### src/rtl/rx_buffer_ctrl.sv
// UART receive buffer: acks each Receive pulse once, queues {parity, byte} in a show-ahead FIFO.
// Push lands on the edge leaving WAIT, visible next cycle; a full FIFO drops bytes (counted) and never stalls the receiver.
module rx_buffer_ctrl #(
    parameter  int DEPTH = 8,
    localparam int CW    = $clog2(DEPTH) + 1
) (
    input  logic          clk,
    input  logic          Reset,
    input  logic          Receive,
    output logic          Received,
    input  logic [7:0]    Din,
    input  logic          parityErrIn,
    input  logic          rdEn,
    output logic [7:0]    Dout,
    output logic          dataErr,
    output logic          empty,
    output logic          full,
    output logic [CW-1:0] count,
    output logic          overflow,
    output logic [7:0]    dropCount,
    input  logic          clrOverflow
);

    localparam int AW = $clog2(DEPTH);

    typedef enum logic {
        WAIT = 1'b0,
        ACK  = 1'b1
    } state_t;

    typedef struct packed {
        logic       perr;
        logic [7:0] dat;
    } entry_t;

    state_t          state_q, state_d;
    entry_t          mem [DEPTH];
    entry_t          head;
    logic [AW-1:0]   wr_ptr, rd_ptr;
    logic [CW-1:0]   count_q;
    logic            push_try, push_ok, pop_ok, drop;

    always_ff @(posedge clk or posedge Reset) begin
        if (Reset) state_q <= WAIT;
        else       state_q <= state_d;
    end

    always_comb begin
        state_d  = state_q;
        push_try = 1'b0;
        case (state_q)
            WAIT: begin
                if (Receive) begin
                    push_try = 1'b1;
                    state_d  = ACK;
                end
            end
            ACK: begin
                if (!Receive) state_d = WAIT;
            end
            default: state_d = WAIT;
        endcase
    end

    assign Received = (state_q == ACK);

    // count alone decides full/empty; a pop while full makes room for the push.
    assign empty   = (count_q == '0);
    assign full    = (count_q == CW'(DEPTH));
    assign pop_ok  = rdEn && !empty;
    assign push_ok = push_try && (!full || pop_ok);
    assign drop    = push_try && full && !pop_ok;

    always_ff @(posedge clk or posedge Reset) begin
        if (Reset) begin
            wr_ptr  <= '0;
            rd_ptr  <= '0;
            count_q <= '0;
        end else begin
            if (push_ok) wr_ptr <= wr_ptr + AW'(1);
            if (pop_ok)  rd_ptr <= rd_ptr + AW'(1);
            if (push_ok && !pop_ok)      count_q <= count_q + CW'(1);
            else if (pop_ok && !push_ok) count_q <= count_q - CW'(1);
        end
    end

    always_ff @(posedge clk) begin
        if (push_ok) mem[wr_ptr] <= '{perr: parityErrIn, dat: Din};
    end

    assign head    = mem[rd_ptr];
    assign Dout    = head.dat;
    assign dataErr = head.perr;
    assign count   = count_q;

    // A drop in the same cycle as a clear wins: it is the first event after the clear.
    always_ff @(posedge clk or posedge Reset) begin
        if (Reset) begin
            overflow  <= 1'b0;
            dropCount <= '0;
        end else if (clrOverflow) begin
            overflow  <= drop;
            dropCount <= drop ? 8'd1 : 8'd0;
        end else if (drop) begin
            overflow <= 1'b1;
            if (dropCount != 8'hFF) dropCount <= dropCount + 8'd1;
        end
    end

endmodule

### config.mk
export PLATFORM = sky130hd
export DESIGN_NAME = rx_buffer_ctrl
export DESIGN_NICKNAME = d
export VERILOG_FILES = /design/src/rtl/rx_buffer_ctrl.sv
export SDC_FILE = /design/constraint.sdc
export NUM_CORES = 1
export LEC_CHECK = 0
export BUFFER_PORTS_ARGS = -buffer_cell sky130_fd_sc_hd__buf_2
export CAP_MARGIN = 30
export CORE_ASPECT_RATIO = 1.25
export CORE_MARGIN = 3
export CORE_UTILIZATION = 50
export DETAILED_ROUTE_END_ITERATION = 10
export PLACE_DENSITY = 0.65
export SYNTH_ARGS = -nofsm -noshare
export SYNTH_HDL_FRONTEND = slang
export SYNTH_SLANG_ARGS = --single-unit
### constraint.sdc
create_clock -name clk -period 7.7 [get_ports clk]
set_input_delay 1.155 -clock clk [delete_from_list [all_inputs] [get_ports clk]]
set_output_delay 1.155 -clock clk [all_outputs]
set_load 0.01 [all_outputs]
==> impl_metrics.py, run 1 <==
metrics = {
    "outcome": {
        "status": "completed",
    },
    "sta": {
        "tightest_slew_ns": 0.898,
        "timing.fmax_mhz": 281,
        "fin_crit_sh": 0.463,
        "rsz0062_at_grt": "no",
        "hold_violations": 0,
        "fin_tns_setup_ns": 0,
        "relSlewSlack": 0.399,
        "min_period_ns": 3.56,
        "maxSlewViolCount": 0,
        "skew_ns": 0.00951,
        "setup_viol": 0,
    },
    "worst_setup_path": {
        "crit_family": "multiplexers",
        "cp-end-kind": "output port",
        "crit_chain": "buf_4, mux4_2, mux2_2, buf_2",
        "worst-path-max-fanout": 11,
        "critPathSlowestCell": "dfrtp_1",
        "crit_arrival_ns": 2.41,
        "critical_path_class": "flop to output port",
        "reg2reg_setup_slack_ns": 4.51,
        "cp.required_ns": 6.55,
        "start_kind": "flop",
        "path_buf_inv": 2,
        "cpPeakStageDelay_ns": 0.77,
    },
    "route": {
        "vias": 2076,
        "drt_wl_total_mm": 6.56,
        "ant_nets": 0,
        "drtPass1Iterations": 5,
        "vias_per_cell": 5.60,
        "met3WireLength_um": 246,
        "highest_layer": "met4",
        "drt_iter0_drc": 94,
        "wl_met2_mm": 3.44,
        "wl_per_cell_um": 17.7,
        "wl_met1_mm": 2.81,
        "post-route-drc-count": 0,
    },
    "min_path": {
        "hp-class": "flop to flop",
    },
    "logic_synthesis": {
        "ys_async_sr_fraction": 0.217,
        "synthFlopType": "edfxtp_1",
        "avgSynthCellArea_um2": 17.0,
        "syn_inst": 226,
        "synth_fp_nets": 247,
        "synth_edf_count": 72,
        "yosysWarnings": 0,
        "synth_cell_type_count": 35,
        "post-synth-top-area-fraction": 0.564,
        "ys_ff_latch": 92,
        "synth_seq_area_share": 0.695,
        "synthTopCellsByArea": "edfxtp_1 (56%), dfrtp_1 (13%), mux4_2 (11%)",
        "syn_area_um2": 3830,
        "yosysTopAreaCell": "edfxtp_1",
    },
    "grt": {
        "grt_pass1_vias": 2205,
        "grt_overflow": 0,
        "grt.total_usage": 0.169,
        "grt_pass1_wl_mm": 11.1,
        "grt_max_degree": 21,
        "antenna_found_initial": 0,
    },
    "placed_design": {
        "dp_cells": 355,
        "gp_congestion": 0.757,
        "io_buffers": 38,
        "hpwl_mm": 4.43,
    },
    "cts": {
        "cts_sinks": 92,
        "cts_root_buf": "clkbuf_8",
        "numCtsBuffers": 9,
        "post-cts-setup-buffers": 0,
        "clock_latency_ns": 0.35,
        "path_clk_slew_ns": 0.08,
        "ctsHoldBuffers": 0,
        "cts_tree": "yes",
        "cts_max_path_buffers": 2,
        "cts_resized": 0,
        "htreeDepth": 3,
    },
    "pwr": {
        "powerDensity_nw_per_um2": 305,
        "leakage_nw": 1.57,
        "max-vdd-ir-drop_v": 0.000170,
    },
    "floorplanning": {
        "rows": 35,
        "num_io_pins": 39,
        "die_w_um": 84.3,
        "initial_core_util": 0.518,
        "fp.coreArea_um2": 7400,
        "dieArea_um2": 8760,
        "dieHeight_um": 104,
    },
    "layout": {
        "area_delta_synth_final_pct": 13.0,
        "stdcell_count": 371,
        "nFillCells": 603,
        "final_cell_mix": "edfxtp_1 (72), buf_2 (38), dfrtp_1 (20)",
        "layout_commonest_cell": "edfxtp_1",
        "drive_gt1_frac": 0.326,
        "num_antenna_cells": 0,
        "fin_nets": 296,
    },
    "job": {
        "cap_violations": 0,
    },
}
## stage by stage
stage	worst slack [ns]	area, µm²	utilization	total power, mW	hold slack (ns)
final	4.14	4330	0.585	1.32	0.526
after global routing	3.97	4330	0.585	1.41	0.558
after CTS	4.04	4320	0.584	1.34	0.532
after detailed placement	4.26	4160	0.561	1.07	0.519
after global placement	4.40	4130	0.557	1.06	0.517
after floorplan	4.59	3830	-	0.945	0.485
## synth_stat cells, types with 4 or more instances
master	instances
nand2_1	16
mux2_2	10
edfxtp_1	72
dfrtp_1	20
mux4_2	18
a21oi_1	9
o31ai_1	4
nand2b_1	5
nand3_1	4
or4_1	5
ha_1	6
nor2_1	8
nor3_1	5
xnor2_1	5
inv_1	8
## worst paths after layout
kind | end | cells after the start | start
worst max-delay path | dataErr | 4 | rd_ptr[0]
worst min-delay path | overflow | 2 | overflow
worst max register to register | count[3] | 11 | count[0]
worst min register to register | overflow | 2 | overflow
max in group asynchronous | wr_ptr[1] | 2 | Reset
min in group asynchronous | dropCount[6] | 2 | Reset
## final cells by class
cell class                 instances  area [µm²]  area share
clock inverter                     5        37.5     0.00867
sequential                        92        2660       0.615
tap                               92         115      0.0266
timing repair buffer              46         250      0.0578
clock buffer                      10         128      0.0295
multi-input combinational        118        1100       0.255
inverter                           8        30.0     0.00694
## layer usage
metal | GRT usage | vias up
met3 | 0.0468 | 4
met5 | 0 | -
met2 | 0.282 | 43
li1 | - | 985
met1 | 0.214 | 1044
met4 | 0.0575 | 0
## registers in the layout, summed over array words and instances (netlist names)
name	cells
mem	72
rd_ptr	3
overflow	1
count	4
dropCount	8
wr_ptr	3
Received	1
## cells by family after synthesis
| logic type | after synthesis | share of synthesized area |
|---|---|---|
| AOI/OAI and AO/OA | 26 | 0.0451 |
| xor gates and xnor gates | 5 | 0.0114 |
| adders and majority gates | 7 | 0.0248 |
| buffers and inverters | 16 | 0.0167 |
| DFF | 92 | 0.695 |
| muxes | 28 | 0.135 |
| and+or+nand+nor | 52 | 0.0719 |
## power breakdown
group	internal [mW]	total, mW	switching (mW)	leakage [nW]
Combinational	0.217	0.375	0.157	0.587
Sequential	0.589	0.676	0.0871	0.908
Clock	0.117	0.271	0.155	0.0787
Total	0.922	1.32	0.399	1.57
## worst register-to-register path, cell delays in order, from the launching register on
cell       delay (ns)
dfrtp_1          0.48
or4b_4           0.58
inv_1            0.08
a21o_1           0.15
inv_1            0.10
ha_1             0.23
inv_1            0.15
ha_1             0.25
a21o_1           0.21
a2111oi_0        0.43
a31oi_1          0.10
a221o_1          0.32
Note: power is estimated with default switching activity, not from simulation.
==> run 2: changes to the inputs <==
clock period = 3.3 ns   (was 7.7 ns; I/O delays follow)
==> run 2 against run 1 <==
  * Final area is 1.8% higher
  * Non-clock buffer count grew 6
  * Total power grew 140%
  * Critical path depth grew 7
  * First-iteration DRC count is 6.4% lower
  * Worst hold slack got worse by 0.26 ns
  * Core utilization up 1.1 points
  * Critical path type is now flop to flop
  * Critical endpoint is now count[3]
  * Highest routed layer unchanged
==> impl_metrics.py, run 2 (synthesized netlist as in run 1, its figures left out) <==
metrics = {
    "worst_setup_path": {
        "critical_path_class": "flop to flop",
        "start_kind": "flop",
        "crit_arrival_ns": 3.31,
        "worst-path-max-fanout": 7,
        "cp.required_ns": 3.52,
        "cp-end-kind": "flop",
    },
    "floorplanning": {
        "initial_core_util": 0.518,
        "num_io_pins": 39,
        "fp.coreArea_um2": 7400,
        "die_w_um": 84.3,
        "rows": 35,
        "dieHeight_um": 104,
        "dieArea_um2": 8760,
    },
    "placed_design": {
        "gp_congestion": 0.797,
        "dp_cells": 362,
        "hpwl_mm": 4.50,
        "dpl_cell_area_um2": 4210,
        "io_buffers": 38,
    },
    "route": {
        "wl_per_cell_um": 17.2,
        "ant_nets": 0,
        "drt_wl_total_mm": 6.50,
        "drtPass1Iterations": 4,
        "vias_per_cell": 5.57,
        "vias": 2104,
        "post-route-drc-count": 0,
        "drt_iter0_drc": 88,
    },
    "pwr": {
        "p_total_mw": 3.21,
        "seq_power_share": 0.470,
        "p_switching_mw": 0.950,
        "powerDensity_nw_per_um2": 729,
        "p_int_mw": 2.26,
        "power_frac_clock": 0.226,
        "p_comb_frac": 0.305,
        "leakage_nw": 1.62,
        "max-vdd-ir-drop_v": 0.000437,
        "p_sw_frac": 0.296,
    },
    "sta": {
        "hold_violations": 0,
        "maxSlewViolCount": 0,
        "fin_crit_sh": 0.937,
        "fin_tns_setup_ns": 0,
        "relSlewSlack": 0.481,
        "setup_viol": 0,
        "tightest_slew_ns": 0.778,
        "timing.fmax_mhz": 324,
        "min_period_ns": 3.09,
        "hold_slack_ns": 0.270,
        "skew_ns": 0.00824,
    },
    "cts": {
        "cts_root_buf": "clkbuf_8",
        "post-cts-setup-buffers": 0,
        "cts_sinks": 92,
        "path_clk_slew_ns": 0.09,
        "numCtsBuffers": 9,
        "htreeDepth": 3,
        "cts_tree": "yes",
        "clock_latency_ns": 0.34,
        "cts_max_path_buffers": 2,
        "ctsHoldBuffers": 0,
    },
    "layout": {
        "final_cell_mix": "edfxtp_1 (72), buf_2 (38), dfrtp_1 (19)",
        "drive_gt1_frac": 0.353,
        "largest_register_ffs": 72,
        "stdcell_area_um2": 4410,
        "layout_commonest_cell": "edfxtp_1",
        "nFillCells": 577,
        "fin_nets": 302,
        "area_delta_synth_final_pct": 15.0,
        "stdcell_count": 378,
        "num_antenna_cells": 0,
        "regMostFlops": "mem",
    },
    "job": {
        "cap_violations": 0,
    },
    "grt": {
        "grt.total_usage": 0.160,
        "grt_max_degree": 21,
        "grt_overflow": 0,
        "grt_pass1_wl_mm": 10.7,
        "grt_pass1_vias": 2131,
        "antenna_found_initial": 0,
    },
    "outcome": {
        "status": "completed",
    },
    "min_path": {
        "hp-class": "primary input to flop",
    },
}
==> run 2: path summary, 6_finish.rpt <==
check,start,endpoint,depth (start not counted),slack (ns)
max in group asynchronous,Reset,count[0],2,2.48
min in group asynchronous,Reset,overflow,2,0.28
max,count[0],count[3],11,0.21
max reg2reg,count[0],count[3],11,0.21
min reg2reg,overflow,overflow,2,0.53
min,Receive,Received,1,0.27
==> run 2: area by class of cell <==
| class | instances | area (µm²) | share of cell area |
|---|---|---|---|
| timing repair buffer | 52 | 295 | 0.0670 |
| multi-input combinational | 118 | 1110 | 0.251 |
| clock buffer | 9 | 124 | 0.0281 |
| sequential | 92 | 2660 | 0.604 |
| clock inverter | 7 | 72.6 | 0.0165 |
| tap | 92 | 115 | 0.0261 |
| inverter | 8 | 30.0 | 0.00681 |
==> run 2: critical path, cell delays in order, from the launching register on <==
cell and delay (ns):
dfrtp_2 0.47, or4b_4 0.57, inv_1 0.09, a21o_1 0.15, inv_1 0.09, ha_1 0.25
inv_2 0.11, ha_1 0.24, a21o_1 0.21, a2111oi_1 0.40, a31oi_1 0.08, a221o_1 0.32
==> run 2: power groups by stage <==
stage | Clock, mW | Combinational, mW | Sequential (mW)
after global placement | 0 | 0.976 | 1.53
final | 0.725 | 0.980 | 1.51
after global routing | 0.789 | 1.08 | 1.53
after CTS | 0.746 | 0.996 | 1.51
after detailed placement | 0 | 0.992 | 1.54
after floorplan | 0 | 0.718 | 1.49
==> run 2: per-stage QoR <==
stage               setup slack, ns   util
floorplan                     0.275      -
global placement              0.244  0.569
detailed placement            0.127  0.569
CTS                          0.0992  0.595
global route                -0.0177  0.595
finish                        0.209  0.595
==> run 2: per-layer routing <==
layer,vias to the layer above,track usage,wire length (µm)
met3,12,0.0285,206
met4,0,0.0655,106
met5,-,0,0
met2,38,0.274,3460
met1,1053,0.201,2730
li1,1001,-,-
==> run 2: what timing repair did <==
item / 4_1_cts / 5_1_grt
endpoints found under the setup margin: 0 / 1
resized for setup: 0 / 3
endpoints found under the hold margin: 0 / 0
